## src/rtl/fadd_s2_pipe.sv

```systemverilog
// fadd_s2_pipe: multi-lane FP add second stage (round, pack, fflags) feeding a 2-entry
// output buffer and a sticky fflags accumulator. Optional flush-to-zero: FADD_S2_PIPE_FTZ_EN.
module fadd_s2_pipe #(
   parameter int EXPWIDTH  = 8,
   parameter int PRECISION = 24,
   parameter int LANES     = 4,
   parameter int TAGW      = 8
) (
   input  logic                             clk,
   input  logic                             rst,
   input  logic                             in_valid_i,
   output logic                             in_ready_o,
   input  logic [2:0]                       in_rm_i,
   input  logic [LANES-1:0]                 in_mask_i,
   input  logic [TAGW-1:0]                  in_tag_i,
   input  logic [LANES-1:0]                 in_far_sign_i,
   input  logic [LANES*EXPWIDTH-1:0]        in_far_exp_i,
   input  logic [LANES*(PRECISION+3)-1:0]   in_far_sig_i,
   input  logic [LANES-1:0]                 in_near_sign_i,
   input  logic [LANES*EXPWIDTH-1:0]        in_near_exp_i,
   input  logic [LANES*(PRECISION+3)-1:0]   in_near_sig_i,
   input  logic [LANES-1:0]                 in_near_sig_zero_i,
   input  logic [LANES-1:0]                 in_far_mul_of_i,
   input  logic [LANES-1:0]                 in_sel_far_i,
   input  logic [LANES-1:0]                 in_spc_valid_i,
   input  logic [LANES-1:0]                 in_spc_iv_i,
   input  logic [LANES-1:0]                 in_spc_nan_i,
   input  logic [LANES-1:0]                 in_spc_inf_sign_i,
   output logic                             out_valid_o,
   input  logic                             out_ready_i,
   output logic [LANES*(EXPWIDTH+PRECISION)-1:0] out_result_o,
   output logic [LANES*5-1:0]               out_fflags_o,
   output logic [TAGW-1:0]                  out_tag_o,
   input  logic                             acc_clr_i,
   output logic [4:0]                       acc_fflags_o
);
   localparam int SW = PRECISION + 3;
   localparam int FW = PRECISION - 1;
   localparam int RW = EXPWIDTH + PRECISION;
   localparam int BW = LANES*5 + LANES*RW + TAGW;
   localparam logic [EXPWIDTH-1:0] EMAX   = '1;
   localparam logic [EXPWIDTH-1:0] EMAXM1 = {{(EXPWIDTH-1){1'b1}}, 1'b0};
   localparam logic [2:0] RNE = 3'd0, RTZ = 3'd1, RDN = 3'd2, RUP = 3'd3, RMM = 3'd4;

   // returns {cout, inexact, rounded fraction}
   function automatic logic [FW+1:0] rounding(input logic [FW-1:0] in, input logic rnd,
                                              input logic sticky, input logic sign,
                                              input logic [2:0] rm);
      logic up, inexact;
      logic [FW:0] sum;
      inexact = rnd | sticky;
      case (rm)
         RNE:     up = rnd & (sticky | in[0]);
         RTZ:     up = 1'b0;
         RDN:     up = inexact & sign;
         RUP:     up = inexact & ~sign;
         RMM:     up = rnd;
         default: up = 1'b0;
      endcase
      sum = {1'b0, in} + {{FW{1'b0}}, up};
      return {sum[FW], inexact, sum[FW-1:0]};
   endfunction

   // returns {fflags, packed result} for one lane
   function automatic logic [RW+4:0] lane_calc(
         input logic [2:0] rm, input logic mask,
         input logic fsign, input logic [EXPWIDTH-1:0] fexp, input logic [SW-1:0] fsig,
         input logic nsign, input logic [EXPWIDTH-1:0] nexp, input logic [SW-1:0] nsig,
         input logic nzero, input logic mul_of, input logic sel_far,
         input logic spc, input logic iv, input logic nan, input logic isign);
      logic [FW+1:0] fr, ftr, nr, ntr;
      logic [EXPWIDTH-1:0] fe, ne, rexp;
      logic [FW-1:0] rfrac;
      logic f_of, f_tiny, f_nx, f_uf, n_of, n_tiny, n_nx, n_uf, n_sign;
      logic sign, of, uf, nx, maxfin;
      logic [RW-1:0] res;
      logic [4:0] fl;
      fr  = rounding(fsig[PRECISION+1:3], fsig[2], |fsig[1:0], fsign, rm);
      ftr = rounding(fsig[PRECISION:2], fsig[1], fsig[0], fsign, rm);
      fe  = fexp + {{(EXPWIDTH-1){1'b0}}, fr[FW+1]};
      f_of   = (fexp == EMAX) | (fr[FW+1] & (fexp == EMAXM1)) | mul_of;
      f_tiny = (fsig[SW-1:SW-2] == 2'b00) | ((fsig[SW-1:SW-2] == 2'b01) & ~ftr[FW+1]);
      f_nx   = fr[FW] | f_of;
      f_uf   = f_tiny & f_nx & ~mul_of;

      n_sign = ((nexp == '0) & nzero) ? (rm == RDN) : nsign;
      nr  = rounding(nsig[PRECISION+1:3], nsig[2], |nsig[1:0], n_sign, rm);
      ntr = rounding(nsig[PRECISION:2], nsig[1], nsig[0], n_sign, rm);
      ne  = nexp + {{(EXPWIDTH-1){1'b0}}, nr[FW+1]};
      n_of   = (ne == EMAX);
      n_tiny = (nsig[SW-1:SW-2] == 2'b00) | ((nsig[SW-1:SW-2] == 2'b01) & ~ntr[FW+1]);
      n_nx   = nr[FW] | n_of;
      n_uf   = n_tiny & n_nx;

      if (sel_far) begin
         sign = fsign; of = f_of; uf = f_uf; nx = f_nx; rexp = fe; rfrac = fr[FW-1:0];
      end else begin
         sign = n_sign; of = n_of; uf = n_uf; nx = n_nx; rexp = ne; rfrac = nr[FW-1:0];
      end

      maxfin = (rm == RTZ) | ((rm == RDN) & ~sign) | ((rm == RUP) & sign);
      if (of)
         res = maxfin ? {sign, EMAXM1, {FW{1'b1}}} : {sign, EMAX, {FW{1'b0}}};
      else
         res = {sign, rexp, rfrac};
      fl = {2'b00, of, uf, nx};
`ifdef FADD_S2_PIPE_FTZ_EN
      if (!of && (rexp == '0) && (rfrac != '0)) begin
         res = {sign, {(RW-1){1'b0}}};
         fl[1:0] = 2'b11;
      end
`endif
      if (spc) begin
         res = nan ? {1'b0, EMAX, 1'b1, {(FW-1){1'b0}}} : {isign, EMAX, {FW{1'b0}}};
         fl  = {iv, 4'b0000};
      end
      if (!mask) begin
         res = '0;
         fl  = '0;
      end
      return {fl, res};
   endfunction

   logic [LANES*RW-1:0] lane_res;
   logic [LANES*5-1:0]  lane_fl;

   for (genvar l = 0; l < LANES; l++) begin : g_lane
      assign {lane_fl[l*5 +: 5], lane_res[l*RW +: RW]} = lane_calc(
         in_rm_i, in_mask_i[l],
         in_far_sign_i[l], in_far_exp_i[l*EXPWIDTH +: EXPWIDTH], in_far_sig_i[l*SW +: SW],
         in_near_sign_i[l], in_near_exp_i[l*EXPWIDTH +: EXPWIDTH], in_near_sig_i[l*SW +: SW],
         in_near_sig_zero_i[l], in_far_mul_of_i[l], in_sel_far_i[l],
         in_spc_valid_i[l], in_spc_iv_i[l], in_spc_nan_i[l], in_spc_inf_sign_i[l]);
   end

   // Stage boundary: rounded beats land in the 2-entry buffer
   logic [BW-1:0] mem [2];
   logic          head;
   logic [1:0]    count, count_nx;
   logic          ready_r;
   logic          push, pop, wr;
   logic [4:0]    or_fl;
   logic [4:0]    acc;

   assign push        = in_valid_i & ready_r;
   assign pop         = (count != 2'd0) & out_ready_i;
   assign wr          = head ^ (count == 2'd1);
   assign count_nx    = count + {1'b0, push} - {1'b0, pop};
   assign in_ready_o  = ready_r;
   assign out_valid_o = (count != 2'd0);
   assign {out_fflags_o, out_result_o, out_tag_o} = mem[head];
   assign acc_fflags_o = acc;

   always_comb begin
      or_fl = '0;
      for (int l = 0; l < LANES; l++) or_fl = or_fl | out_fflags_o[l*5 +: 5];
   end

   always_ff @(posedge clk or posedge rst) begin
      if (rst) begin
         mem[0]  <= '0;
         mem[1]  <= '0;
         head    <= 1'b0;
         count   <= 2'd0;
         ready_r <= 1'b1;
         acc     <= '0;
      end else begin
         if (push) mem[wr] <= {lane_fl, lane_res, in_tag_i};
         if (pop) head <= ~head;
         count   <= count_nx;
         ready_r <= (count_nx != 2'd2);
         if (pop)
            acc <= (acc_clr_i ? 5'd0 : acc) | or_fl;
         else if (acc_clr_i)
            acc <= '0;
      end
   end
endmodule

```

## config.mk

```make
export PLATFORM = sky130hd
export DESIGN_NAME = fadd_s2_pipe
export DESIGN_NICKNAME = d
export VERILOG_FILES = /design/src/rtl/fadd_s2_pipe.sv
export SDC_FILE = /design/constraint.sdc
export NUM_CORES = 1
export LEC_CHECK = 0
export ABC_AREA = 1
export CORE_MARGIN = 8
export CORE_UTILIZATION = 53
export DETAILED_ROUTE_END_ITERATION = 8
export GPL_TIMING_DRIVEN = 0
export PLACE_DENSITY = 0.83
export SLEW_MARGIN = 20
export SYNTH_ARGS = -nofsm -noshare
export SYNTH_HDL_FRONTEND = slang
export SYNTH_SLANG_ARGS = --single-unit
```

## constraint.sdc

```tcl
create_clock -name clk -period 13.7 [get_ports clk]
set_input_delay 1.37 -clock clk [delete_from_list [all_inputs] [get_ports clk]]
set_output_delay 1.37 -clock clk [all_outputs]
set_load 0.02 [all_outputs]
```

Yosys cells after proc, flatten, opt, wreduce, memory -nomap -nowiden
Index checks and enable logic that the tools add are counted.

operators by class
  add/subtract/negate cells = 26
  order comparisons = 3
  eq/ne operators = 26
  mux-type cells = 80
  bitwise gates (word level) = 182
  reductions and logical operators = 23

operators by type and width
  operator                                                         number
  156-bit two-way mux                                              4
  23-bit by 1-bit adder with 24-bit output                         16
  32-bit two-way mux                                               12
  312-bit bitwise mux                                              1
  156-bit demux with 1-bit select                                  1
  31-bit two-way mux                                               4
  8-bit == test, second input constant                             12
  24-bit two-way mux                                               4
  23-bit two-way mux                                               4
  1-bit AND                                                        86
  8-bit by 1-bit adder with 8-bit output                           8
  1-bit bitwise OR                                                 64
  1-bit case mux with 4 select lines                               16
  5-bit two-way mux                                                10
  8-bit logical NOT                                                4
  8-bit two-way mux                                                4
  1-bit inverter                                                   25
  1-bit two-way mux                                                20
  5-bit bitwise OR                                                 4
  2-bit by 1-bit == test with 1-bit output, second input constant  9
  2-bit logical NOT                                                8
  2-bit OR reduction                                               8
  3-bit by 2-bit == test with 1-bit output, second input constant  2
  2-bit greater-or-equal comparator, second input constant         2
  other kinds (11)                                                 12

word-level totals
  register bits after elaboration = 321
  input port bits = 336
  output and inout port bits = 163
  logic and storage cells = 346

Longest topological paths before layout
  depth in word-level cells = 15
  mapped depth = 34
  mapped depth without buffers = 32

Worst setup path after synthesis
OpenSTA, ideal clock, no wires.

  path type = input port to flip-flop
  start point = input port in_rm_i[2]
  end point = register mem[262] in the netlist's numbering
  library setup time = 0.117 ns
  data arrival time = 5.084 ns
  required time = 13.583 ns
  path slack = 8.498 ns
  stages on the path = 31
  buffers on the path = 2
  path through = inv_1 -> nand2_2 -> nor2_1 -> buf_2 -> inv_1 -> nand3_1 -> nand3_1 -> o21ai_0 -> ha_1 -> nand3_1 -> nor2_1 -> nand3_1 -> nor3_1 -> nand3_1 -> nor4_1 -> nand4_1 -> nor2_1 -> ha_1 -> ha_1 -> nand3_1 -> xnor2_1 -> nand3b_1 -> o21ai_2 -> nand2_1 -> inv_2 -> nand2_1 -> nand2_2 -> buf_4 -> nor2_1 -> nand2_1 -> nand2_1

on the way
  cells in the longest elaborated chain, start to end = 13
  elaborated cells on any way between the ends = 31
  those cells by class = 3 x add/sub; 5 x eq/ne; 11 x mux; 11 x bitwise; 1 x reduce/logical

ends and longest elaborated chain
  item                                      RTL line     source
  start: declaration                        13           input logic [2:0] in_rm_i,
  3-bit by 2-bit == test with 1-bit output  52, 86, 101
  1-bit two-way mux                         86           n_sign = ((nexp == '0) & nzero) ? (rm == RDN) : nsign;
  1-bit inverter                            56           RUP: up = inexact & ~sign;
  1-bit AND                                 56
  1-bit case mux with 4 select lines        52           case (rm)
  23-bit by 1-bit adder with 24-bit output  60           sum = {1'b0, in} + {{FW{1'b0}}, up};
  8-bit by 1-bit adder with 8-bit output    89           ne = nexp + {{(EXPWIDTH-1){1'b0}}, nr[FW+1]};
  8-bit == test                             90           n_of = (ne == EMAX);
  1-bit two-way mux                         95           if (sel_far) begin
  31-bit two-way mux *                      102          if (of)
  32-bit two-way mux *                      113          if (spc) begin
  32-bit two-way mux *                      117          if (!mask) begin
  312-bit bitwise mux *                     168          if (push) mem[wr] <= {lane_fl, lane_res, in_tag_i};
  end signal: indexed assignment            168
  end: declaration                          137          logic [BW-1:0] mem [2];

Mark *: on every way between the ends. The rest lies on a longest branch, timed or not.
A chain may end at the register's enable or synchronous reset.

Worst setup path after layout
  start point = input port in_rm_i[0]
  end point = register mem[262] in the netlist's numbering

Same word-level chain as after synthesis.

==> flow_metrics.tcl <==
set metrics [dict create \
    status "completed" \
    htree_levels 2 \
    first_global_vias 27200 \
    drtIter0Drc 3561 \
    areaGrowthSynthToFinish_pct 29.4 \
    clock-sinks 313 \
    rsz0062_at_grt "false" \
    final_nets 4778 \
    grt_use_met1_pct 50.7 \
    grt_util_all_layers_pct 40.0 \
    worstSetupStartpointType "input pin" \
    core-area_mm2 0.0440 \
    seq_area_frac_synth_pct 33.3 \
    ctsHoldBuffers 0 \
    grt_pass1_wl_um 159000 \
    cts_root_buf "clkbuf_16" \
    synth_flop_cell "dfrtp_1" \
    synth_top_area_share_pct 33.2 \
    seqCellArea_mm2 0.00783 \
    multi_input_area_mm2 0.0139 \
    power_mw 5.22 \
    routabilityCongestion 1.03 \
    cp_slowest_stage_delay_ps 910 \
    ys_ff_latch 313 \
    die_y_um 227 \
    intPower_mw 2.82 \
    n_fill_cell 3955 \
    timing.fmax_mhz 129 \
    critPathArrivalTime_ps 8180 \
    drt-pass1-iter-count 8 \
    hp-class "reg2reg" \
    power_frac_seq_pct 29.8 \
    vdd_drop_max_uv 132 \
    worstMarginPinSlew_ps 1110 \
    drive_gt1_share_pct 3.41 \
    power.leakage_nw 15.2 \
    insertion_delay_ps 570 \
    utilization_pct 69.1 \
    cap_violations 0 \
    vias 28800 \
    ant_nets 0 \
    setup_viol 0 \
    cts.repair.resized 0 \
    grt_max_degree 107 \
    yosysUniqueCellTypes 49 \
    ys_warn_count 0 \
    io_pins 499 \
    critPathKind "in2reg" \
    power_switching_mw 2.40 \
    synth.most_common_cell "nand2_1" \
    p_sw_share_pct 46.0 \
    critical_path.endpoint_type "flop" \
    num_rows 77 \
    fin_skew_ps 28.4 \
    hpwlAfterDp_um 84400 \
    clkTransAtPathRegs_ps 60 \
    min_period_over_period_pct 56.6 \
    drv_slew 0 \
    busiest_layer "met2" \
    netlist_instances 3872 \
    netlist_top_cells_count "nand2_1 (1715), nor2_1 (406), dfrtp_1 (312), inv_1 (290), o21ai_0 (284)" \
    cts_tree "yes" \
    cp.required_ps 14130 \
    cts_setup_buffers 0 \
    tns_ps 0 \
    finalHoldViolCount 0 \
    power.share.clock_pct 18.4 \
    synth_area_per_cell_um2 6.08 \
    synth_area_leaders "dfrtp_1 (33%), nand2_1 (27%), nor2_1 (6.5%)" \
    maxSlewHeadroom_pct 26.1 \
    clock_path_buffers 3 \
    drc 0 \
    wirelength_um 106000 \
    antenna_found_initial 3 \
    syn_area_mm2 0.0235 \
    use_met2_pct 62.3 \
    grtUsageMet3_pct 10.9 \
    numCtsBuffers 35 \
    die_area_mm2 0.0514 \
    wl_per_cell_um 21.0 \
    critPathSlowestCell "nor2_2" \
    power_density_mw_per_mm2 172 \
    synthArstFlopShare_pct 100 \
    synth_area_leader_cell "dfrtp_1" \
    initial_core_util_pct 53.4 \
    overflow 0 \
    critPathMaxFanout 10 \
    dieWidth_um 227 \
    combPwrFrac_pct 51.8 \
    synth_edf_count 0 \
    vias_per_cell 5.73 \
    portBuffers 488 \
    min_period_ps 7750 \
]
## worst paths after layout
check                      startpoint  endpoint  slack (ps)  cells past startpoint
max reg2reg                      head   mem[26]       10770                     11
min reg2reg                  mem[145]  mem[145]         480                      2
max                        in_rm_i[0]  mem[262]        5950                     28
min                          mem[145]  mem[145]         480                      2
min in group asynchronous         rst    mem[3]        1150                      2
max in group asynchronous         rst  mem[266]       11300                      4
## per-stage QoR
step / instance area (µm²) / hold slack (ps) / worst slack (ps) / cells
final: 30400 / 479 / 5950 / 5023
after global routing: 30400 / 491 / 5620 / 5023
after CTS: 30400 / 477 / 6210 / 5020
after detailed placement: 29300 / 463 / 5680 / 4959
after global placement: 29200 / 454 / 76.3 / 4955
after floorplan: 23500 / 442 / 3670 / 3875
## power by group through the flow
stage          sequential (mW)  clock [mW]  combinational, mW
2_1_floorplan             1.51           0               1.38
3_3_place_gp              1.54           0               2.60
3_5_place_dp              1.55           0               2.63
4_1_cts                   1.54       0.958               2.66
5_1_grt                   1.59       0.996               2.88
6_report                  1.55       0.961               2.71
## metal layers
layer	wire, µm	vias up
met5	0	-
met1	40400	13300
li1	-	13400
met2	46800	1778
met3	12400	306
met4	6120	0
## worst max-delay path: cells and delay by family
| kind | cells | cell delay, ps |
|---|---|---|
| simple gates | 17 | 3380 |
| buf+inv | 4 | 1950 |
| fa+ha+maj | 3 | 620 |
| compound gates | 3 | 600 |
| xor+xnor | 1 | 220 |
## state kept, by name (all words and copies together) (netlist names)
| signal | flops |
|---|---|
| mem | 304 |
| acc_fflags_o | 5 |
| count | 2 |
| head | 1 |
| in_ready_o | 1 |
## cells by family after synthesis
family,synth area share (%)
multiplexers,0.0851
AO/OA/AOI/OAI,9.04
adder cells (fa/ha/maj),2.02
other,0.0159
XOR/XNOR,2.76
buffers and inverters,7.77
flip-flops,33.3
AND/OR/NAND/NOR,45.0
## final cells by class
| cell class | count | area share [%] |
|---|---|---|
| Multi-Input combinational cell | 3101 | 45.6 |
| Sequential cell | 313 | 25.7 |
| Timing Repair Buffer | 492 | 16.4 |
| Inverter | 299 | 3.73 |
| Clock buffer | 47 | 3.16 |
| Tap cell | 592 | 2.43 |
| Buffer | 162 | 2.30 |
| Clock inverter | 14 | 0.629 |
| Antenna cell | 3 | 0.0247 |
## cell usage in the layout (no fill, tap or decap), types with 38 or more instances in the layout
cell type and count:
xor2_1 42, nand4_1 104, nand3_1 236, ha_1 38, a21oi_1 65, inv_1 289
clkbuf_1 115, dfrtp_1 312, nand2_1 1715, o21ai_0 284, nor3_1 47, clkdlybuf4s50_1 488
nor2_1 404
No activity file was read; power rests on OpenSTA's default activity.
